===== src/rtl/alu_mc_if.sv =====
// alu_mc_if: operand/result valid-ready bundle between the execute stage and alu_mc.
interface alu_mc_if #(
    parameter int XLEN = 32
);
    logic            in_valid;
    logic            in_ready;
    logic [XLEN-1:0] A;
    logic [XLEN-1:0] B;
    logic [3:0]      alu_ctrl;
    logic            out_valid;
    logic            out_ready;
    logic [XLEN-1:0] result;
    logic            zero;

    modport master (
        output in_valid, A, B, alu_ctrl, out_ready,
        input  in_ready, out_valid, result, zero
    );

    modport slave (
        input  in_valid, A, B, alu_ctrl, out_ready,
        output in_ready, out_valid, result, zero
    );
endinterface


===== src/rtl/alu_mc.sv =====
// alu_mc: multi-cycle RV32I ALU behind a valid/ready handshake, registered result and zero.
// Define ALU_MULDIV_EN to build the iterative RV32M multiply/divide datapath (codes 10-14).
module alu_mc #(
    parameter int XLEN    = 32,
    parameter int SHAMT_W = $clog2(XLEN)
) (
    input  logic    clk,
    input  logic    rst,
    input  logic    flush,
    alu_mc_if.slave bus
);

`ifdef ALU_MULDIV_EN
    localparam int CNT_W = $clog2(XLEN + 1);
    typedef enum logic [1:0] {IDLE = 2'd0, BUSY = 2'd1, DONE = 2'd2} state_t;
`else
    typedef enum logic [1:0] {IDLE = 2'd0, DONE = 2'd2} state_t;
`endif

    localparam logic [XLEN-1:0] ALL_ZERO = {XLEN{1'b0}};
    localparam logic [XLEN-1:0] ALL_ONES = {XLEN{1'b1}};

    state_t          state_r;
    logic            in_ready_r;
    logic            out_valid_r;
    logic [XLEN-1:0] result_r;
    logic            zero_r;
    logic [XLEN-1:0] fast_result_s;

`ifdef ALU_MULDIV_EN
    localparam logic [XLEN-1:0] MOST_NEG = {1'b1, {(XLEN-1){1'b0}}};

    logic [CNT_W-1:0] cnt_r;
    logic [XLEN-1:0]  acc_r;
    logic [XLEN-1:0]  mq_r;
    logic [XLEN-1:0]  mcand_r;
    logic             mul_r;
    logic             rem_r;
    logic             neg_r;

    logic             start_iter_s;
    logic             div_signed_s;
    logic             overflow_s;
    logic             a_neg_s;
    logic             b_neg_s;
    logic [XLEN-1:0]  a_mag_s;
    logic [XLEN-1:0]  b_mag_s;
    logic [XLEN:0]    rem_shift_s;
    logic [XLEN:0]    diff_s;
    logic [XLEN-1:0]  acc_nx_s;
    logic [XLEN-1:0]  mq_nx_s;
    logic [XLEN-1:0]  mcand_nx_s;
    logic [XLEN-1:0]  final_s;
`endif

    function automatic logic [XLEN-1:0] single_op(
        input logic [3:0]      op,
        input logic [XLEN-1:0] a,
        input logic [XLEN-1:0] b
    );
        logic [SHAMT_W-1:0] sh;
        sh = b[SHAMT_W-1:0];
        case (op)
            4'd0:    single_op = a + b;
            4'd1:    single_op = a - b;
            4'd2:    single_op = a & b;
            4'd3:    single_op = a | b;
            4'd4:    single_op = a ^ b;
            4'd5:    single_op = {{(XLEN-1){1'b0}}, ($signed(a) < $signed(b))};
            4'd6:    single_op = a << sh;
            4'd7:    single_op = a >> sh;
            4'd8:    single_op = {{(XLEN-1){1'b0}}, (a < b)};
            4'd9:    single_op = $signed(a) >>> sh;
            default: single_op = ALL_ZERO;
        endcase
    endfunction

    // Accept-edge result: single-cycle ops and divide corner cases; flags ops that must iterate.
    always_comb begin
        fast_result_s = single_op(bus.alu_ctrl, bus.A, bus.B);
`ifdef ALU_MULDIV_EN
        start_iter_s = 1'b0;
        div_signed_s = (bus.alu_ctrl == 4'd11) || (bus.alu_ctrl == 4'd13);
        a_neg_s      = div_signed_s & bus.A[XLEN-1];
        b_neg_s      = div_signed_s & bus.B[XLEN-1];
        a_mag_s      = a_neg_s ? (ALL_ZERO - bus.A) : bus.A;
        b_mag_s      = b_neg_s ? (ALL_ZERO - bus.B) : bus.B;
        overflow_s   = div_signed_s && (bus.A == MOST_NEG) && (bus.B == ALL_ONES);
        case (bus.alu_ctrl)
            4'd10: start_iter_s = 1'b1;
            4'd11, 4'd12: begin
                if (bus.B == ALL_ZERO) begin
                    fast_result_s = ALL_ONES;
                end else if (overflow_s) begin
                    fast_result_s = bus.A;
                end else begin
                    start_iter_s = 1'b1;
                end
            end
            4'd13, 4'd14: begin
                if (bus.B == ALL_ZERO) begin
                    fast_result_s = bus.A;
                end else if (overflow_s) begin
                    fast_result_s = ALL_ZERO;
                end else begin
                    start_iter_s = 1'b1;
                end
            end
            default: start_iter_s = 1'b0;
        endcase
`endif
    end

`ifdef ALU_MULDIV_EN
    // One radix-2 step: shift-add multiply, or restoring divide on magnitudes with final sign fix.
    always_comb begin
        rem_shift_s = {acc_r, mq_r[XLEN-1]};
        diff_s      = rem_shift_s - {1'b0, mcand_r};
        if (mul_r) begin
            acc_nx_s   = acc_r + (mq_r[0] ? mcand_r : ALL_ZERO);
            mq_nx_s    = mq_r >> 1;
            mcand_nx_s = mcand_r << 1;
        end else begin
            mcand_nx_s = mcand_r;
            // diff_s[XLEN] is the borrow: set when the divisor does not fit.
            if (!diff_s[XLEN]) begin
                acc_nx_s = diff_s[XLEN-1:0];
                mq_nx_s  = {mq_r[XLEN-2:0], 1'b1};
            end else begin
                acc_nx_s = rem_shift_s[XLEN-1:0];
                mq_nx_s  = {mq_r[XLEN-2:0], 1'b0};
            end
        end
        if (mul_r) begin
            final_s = acc_nx_s;
        end else if (rem_r) begin
            final_s = neg_r ? (ALL_ZERO - acc_nx_s) : acc_nx_s;
        end else begin
            final_s = neg_r ? (ALL_ZERO - mq_nx_s) : mq_nx_s;
        end
    end
`endif

    // Handshake FSM with registered outputs and iteration state.
    always_ff @(posedge clk) begin
        if (rst) begin
            state_r     <= IDLE;
            in_ready_r  <= 1'b1;
            out_valid_r <= 1'b0;
            result_r    <= ALL_ZERO;
            zero_r      <= 1'b1;
`ifdef ALU_MULDIV_EN
            cnt_r       <= {CNT_W{1'b0}};
            acc_r       <= ALL_ZERO;
            mq_r        <= ALL_ZERO;
            mcand_r     <= ALL_ZERO;
            mul_r       <= 1'b0;
            rem_r       <= 1'b0;
            neg_r       <= 1'b0;
`endif
        end else if (flush) begin
            state_r     <= IDLE;
            in_ready_r  <= 1'b1;
            out_valid_r <= 1'b0;
`ifdef ALU_MULDIV_EN
            cnt_r       <= {CNT_W{1'b0}};
`endif
        end else begin
            case (state_r)
                IDLE: begin
                    if (bus.in_valid) begin
                        in_ready_r <= 1'b0;
`ifdef ALU_MULDIV_EN
                        if (start_iter_s) begin
                            state_r <= BUSY;
                            cnt_r   <= CNT_W'(XLEN);
                            acc_r   <= ALL_ZERO;
                            mul_r   <= (bus.alu_ctrl == 4'd10);
                            rem_r   <= (bus.alu_ctrl == 4'd13) || (bus.alu_ctrl == 4'd14);
                            neg_r   <= (bus.alu_ctrl == 4'd11) ? (a_neg_s ^ b_neg_s) : a_neg_s;
                            mq_r    <= (bus.alu_ctrl == 4'd10) ? bus.B : a_mag_s;
                            mcand_r <= (bus.alu_ctrl == 4'd10) ? bus.A : b_mag_s;
                        end else begin
                            state_r     <= DONE;
                            out_valid_r <= 1'b1;
                            result_r    <= fast_result_s;
                            zero_r      <= (fast_result_s == ALL_ZERO);
                        end
`else
                        state_r     <= DONE;
                        out_valid_r <= 1'b1;
                        result_r    <= fast_result_s;
                        zero_r      <= (fast_result_s == ALL_ZERO);
`endif
                    end else begin
                        in_ready_r <= 1'b1;
                    end
                end
`ifdef ALU_MULDIV_EN
                BUSY: begin
                    acc_r   <= acc_nx_s;
                    mq_r    <= mq_nx_s;
                    mcand_r <= mcand_nx_s;
                    cnt_r   <= cnt_r - CNT_W'(1);
                    if (cnt_r == CNT_W'(1)) begin
                        state_r     <= DONE;
                        out_valid_r <= 1'b1;
                        result_r    <= final_s;
                        zero_r      <= (final_s == ALL_ZERO);
                    end else begin
                        state_r <= BUSY;
                    end
                end
`endif
                DONE: begin
                    // in_ready returns only after the handoff cycle, never alongside it.
                    if (bus.out_ready) begin
                        state_r     <= IDLE;
                        out_valid_r <= 1'b0;
                        in_ready_r  <= 1'b1;
                    end else begin
                        state_r <= DONE;
                    end
                end
                default: begin
                    state_r     <= IDLE;
                    in_ready_r  <= 1'b1;
                    out_valid_r <= 1'b0;
                end
            endcase
        end
    end

    assign bus.in_ready  = in_ready_r;
    assign bus.out_valid = out_valid_r;
    assign bus.result    = result_r;
    assign bus.zero      = zero_r;

endmodule


===== src/flat_wrapper.sv =====
// flat-port wrapper written by rule: the top's interface ports become plain ports
module alu_mc_flat 
#(
    parameter int XLEN    = 32,
    parameter int SHAMT_W = $clog2(XLEN)
)
  (clk, rst, flush, bus_in_valid, bus_A, bus_B, bus_alu_ctrl, bus_out_ready, bus_in_ready, bus_out_valid, bus_result, bus_zero);
  alu_mc_if #(.XLEN(XLEN)) bus_i ();
  input  logic clk;
  input  logic rst;
  input  logic flush;
  input wire logic [$bits(bus_i.in_valid)-1:0] bus_in_valid;
  input wire logic [$bits(bus_i.A)-1:0] bus_A;
  input wire logic [$bits(bus_i.B)-1:0] bus_B;
  input wire logic [$bits(bus_i.alu_ctrl)-1:0] bus_alu_ctrl;
  input wire logic [$bits(bus_i.out_ready)-1:0] bus_out_ready;
  output wire logic [$bits(bus_i.in_ready)-1:0] bus_in_ready;
  output wire logic [$bits(bus_i.out_valid)-1:0] bus_out_valid;
  output wire logic [$bits(bus_i.result)-1:0] bus_result;
  output wire logic [$bits(bus_i.zero)-1:0] bus_zero;
  assign bus_i.in_valid = bus_in_valid;
  assign bus_i.A = bus_A;
  assign bus_i.B = bus_B;
  assign bus_i.alu_ctrl = bus_alu_ctrl;
  assign bus_i.out_ready = bus_out_ready;
  assign bus_in_ready = bus_i.in_ready;
  assign bus_out_valid = bus_i.out_valid;
  assign bus_result = bus_i.result;
  assign bus_zero = bus_i.zero;
  alu_mc #(.XLEN(XLEN), .SHAMT_W(SHAMT_W)) u_core (.clk(clk), .rst(rst), .flush(flush), .bus(bus_i));
endmodule

===== config.mk =====
export PLATFORM = sky130hd
export DESIGN_NAME = alu_mc_flat
export DESIGN_NICKNAME = d
export VERILOG_FILES = /design/src/rtl/alu_mc_if.sv /design/src/rtl/alu_mc.sv /design/src/flat_wrapper.sv
export SDC_FILE = /design/constraint.sdc
export NUM_CORES = 1
export LEC_CHECK = 0
export CORE_ASPECT_RATIO = 1.25
export CORE_UTILIZATION = 35
export CTS_CLUSTER_DIAMETER = 80
export DETAILED_ROUTE_END_ITERATION = 8
export PLACE_DENSITY_LB_ADDON = 0.3
export SETUP_SLACK_MARGIN = 0.1
export SYNTH_ARGS = -nofsm -noshare
export SYNTH_HDL_FRONTEND = slang
export SYNTH_SLANG_ARGS = --single-unit

===== constraint.sdc =====
create_clock -name clk -period 10.8 [get_ports clk]
set_clock_uncertainty 0.2 [all_clocks]
set_input_delay 2.7 -clock clk [delete_from_list [all_inputs] [get_ports clk]]
set_output_delay 2.7 -clock clk [all_outputs]
set_load 0.1 [all_outputs]

==> metrics.md <==
| Metric | Value |
|---|---|
| Hold path endpoint | u_core.bus.in_ready$_SDFFE_PP1P_ |
| RR Endpoint | u_core.bus.zero$_SDFFE_PP1P_ |
| TritonRoute pass-1 iters | 6 |
| Cells on Worst Hold Path | 2 |
| CORE AREA | between 30,000 and 40,000 µm² |
| Die ar. | between 30,000 and 40,000 µm² |
| Count of nets after finishing | approximately 1,700 |
| Initial antenna violation count | 0 |
| Slew HR | 20.4% |
| Avg Vias per Cell | 6.73 |
| Fin. Hold Viols | 0 |
| Row cnt | 72 |
| Distinct cell type count after synthesis | just over 90 |
| Worst-Skew Late Latency | 0.28 ns |
| PD cells | 76.9 nW/µm² |
| Vert. Die Dim | 200 µm |
| # clock sinks | 36 |
| Fillers | about 3,200 |
| Gp weighted congestion | 1.02 |
| IO Count | around 110 |
| Number of max-cap violations | 0 |
| Period Utilization, post-route | 74.3% |
| Required @ worst endpoint | 10.82 ns |
| Setup Viol. Count Final | 0 |
| Vias in the first global route | 12,600 |
| Seq cells post-synth | 36 |
| DRC Markers | 0 |
| Die width | ~160 µm |
| Reg-to-reg startpoint | u_core.state_r[1]$_SDFFE_PP0P_ |
| RSZ-0062 raised after global routing | false |
| Startpoint Class | primary input |
| EDFF count, synth | 0 |
| R2r worst-path depth | 10 |
| Antenna Cells | 0 |
| Overall routing resource usage | 31.3% |
| Async SR Flop Fraction | 0% |
| Largest net degree at the start of global routing | 64 |
| Slew Limit Fails | 0 |
| Resize count post-CTS | 0 |
| Worst vdd ir | 0.104 mV |
| Final total power | 956 µW |
| CTS clock-pin slew for the worst setup and hold paths | approximately 0.050 ns |
| Total number of vias | 13,100 |
| Post-route ant nets | 0 |
| Internal reg-to-reg setup slack | 7.06 ns |
| Non-Filler Instances | ~2,000 |
| P&R area growth vs syn | 13.2% |
| WL per Instance | 26.5 µm |
| Hold_buf cts | 0 |
| Hold WS | 0.249 ns |
| Hold Crit Start | u_core.bus.in_ready$_SDFFE_PP1P_ |
| Post-CTS setup buffers | 0 |
| Outcome | complete, no violations |
| Setup_tns | 0 ns |
| Crit Path Category | in2reg |
| Clk root buf | clkbuf_16 |
| Buffers on Ports | 107 |
| Cell count after synthesis | 1,529 |
| Fin area | 12,400 µm² |
| Worst-path fanout max | 14 |
| Inserted Clock Buffers | 5 |
| Share of layout cells above drive strength 1 | under 10% |
| Commonest non-fill, non-tap cell in the layout | nor2_1 |
| H-tree levels | 2 |
| WL final | 51,700 µm |
| GRT overflow | 0 |
| Hpwl dp | between 40,000 and 50,000 µm |
| Mapped Avg Cell Area | just over 7 µm² |
| Detailed Route Iter0 Violations | 1,363 |
| Clock buffer depth | 2 |
| Worst-Margin Slew | approximately 1.2 ns |
| Syn Std Cell Area | ~11,000 µm² |
| First-pass GRT wire length | 77,900 µm |
| CTS tree | built |
| Initial cell density of the core | 35.6% |
| Synth Warn # | 0 |
| Most frequent cells in the layout | nor2_1 (132), nand2_1 (126), a21oi_1 (112) |
| CP Capture Type | flop |
| Final min period | 8.03 ns |
| Crit path DAT | roughly 8.1 ns |
| Area post-placement | roughly 12,000 µm² |
| Seq/Total Area, Yosys | between 6 and 7% |
| Peak Freq | 125 MHz |
| Syn_nets | roughly 1,700 |
| Min-Delay Path Class | reg2reg |
| Post-synth top flop | dfxtp_1 |
| Dpl cells | 1,943 |
| Lkg Pwr | 4.87 nW |
## worst max path at each step
stage	startpoint	endpoint	slack (ns)	depth (start not counted)
after detailed placement	bus_A[17]	u_core.bus.zero$_SDFFE_PP1P_	2.67	14
final	bus_A[17]	u_core.bus.zero$_SDFFE_PP1P_	2.77	14
after global routing	bus_B[3]	u_core.bus.zero$_SDFFE_PP1P_	2.44	15
after CTS	bus_A[17]	u_core.bus.zero$_SDFFE_PP1P_	2.97	14
after floorplan	bus_B[2]	u_core.bus.zero$_SDFFE_PP1P_	3.82	17
after global placement	bus_B[3]	u_core.bus.zero$_SDFFE_PP1P_	2.71	15
## cell type report
class                   count  area (µm²)  share of cell area [%]
flip-flops and latches     36         721                    5.79
well taps                 407         509                    4.09
multi-input cells        1266        9410                    75.6
clock buffers               7         153                    1.23
repair buffers            137        1290                    10.3
inverters                  97         364                    2.93
## state kept, by name, summed over array words and instances (netlist names)
name and count:
u_core.bus.result 32, u_core.bus.zero 1, u_core.state_r 1, u_core.bus.out_valid 1, u_core.bus.in_ready 1
## cell usage after synthesis (15+ instances only)
cell type	count	area, µm²
nor3_1	45	225
mux2_2	26	293
o31ai_1	17	128
o211ai_1	27	203
buf_2	18	90.1
o22ai_1	29	181
nor2b_1	15	93.8
nand2_1	126	473
nor4_1	19	119
a211oi_1	40	300
a21o_1	21	158
o21ai_0	77	385
o221ai_1	16	140
nand2b_1	16	100
nor2_1	132	495
a31oi_1	16	100
clkbuf_1	95	357
a221oi_1	21	184
ha_1	98	1230
inv_1	95	357
a21oi_1	112	561
mux2i_1	63	631
nand3_1	38	190
mux4_2	40	901
a22oi_1	17	128
dfxtp_1	36	721
## cell families after synthesis
group / count (synthesis) / synth area share [%]
XOR/XNOR: 15 / 1.20
AND/OR/NAND/NOR: 487 / 21.9
adder cells (fa/ha/maj): 100 / 11.5
multiplexers: 130 / 16.7
AO/OA/AOI/OAI: 534 / 34.0
buffers and inverters: 227 / 8.16
flip-flops: 36 / 6.56
## through the flow
| step | util, % | setup slack (ns) |
|---|---|---|
| floorplan | - | 3.82 |
| global placement | 39.8 | 2.71 |
| detailed placement | 39.8 | 2.67 |
| CTS | 40.3 | 2.97 |
| global route | 40.3 | 2.44 |
| finish | 40.3 | 2.77 |
## critical path, stage by stage
cell	delay, ns
clkdlybuf4s50_1	0.79
inv_1	0.10
ha_1	0.62
inv_1	0.31
o31ai_1	0.58
nor3_1	0.17
and3_1	0.22
a2111oi_0	0.60
mux2i_1	0.15
a2111oi_0	0.80
nand4b_1	0.17
or4_1	0.42
nor4_1	0.25
a221o_1	0.17
## power by group
| group | internal, mW | switching, mW |
|---|---|---|
| Combinational | 0.224 | 0.438 |
| Sequential | 0.142 | 0.00450 |
| Clock | 0.0967 | 0.0510 |
| Total | 0.463 | 0.494 |
## routing by layer
metal / vias to the layer above / GRT usage, % / routed length, µm
met1: 6399 / 39.8 / 21200
li1: 5891 / - / -
met5: - / 0 / 0
met2: 670 / 52.7 / 24300
met4: 0 / 16.8 / 3080
met3: 173 / 2.15 / 3140
No activity file was read; power rests on OpenSTA's default activity.
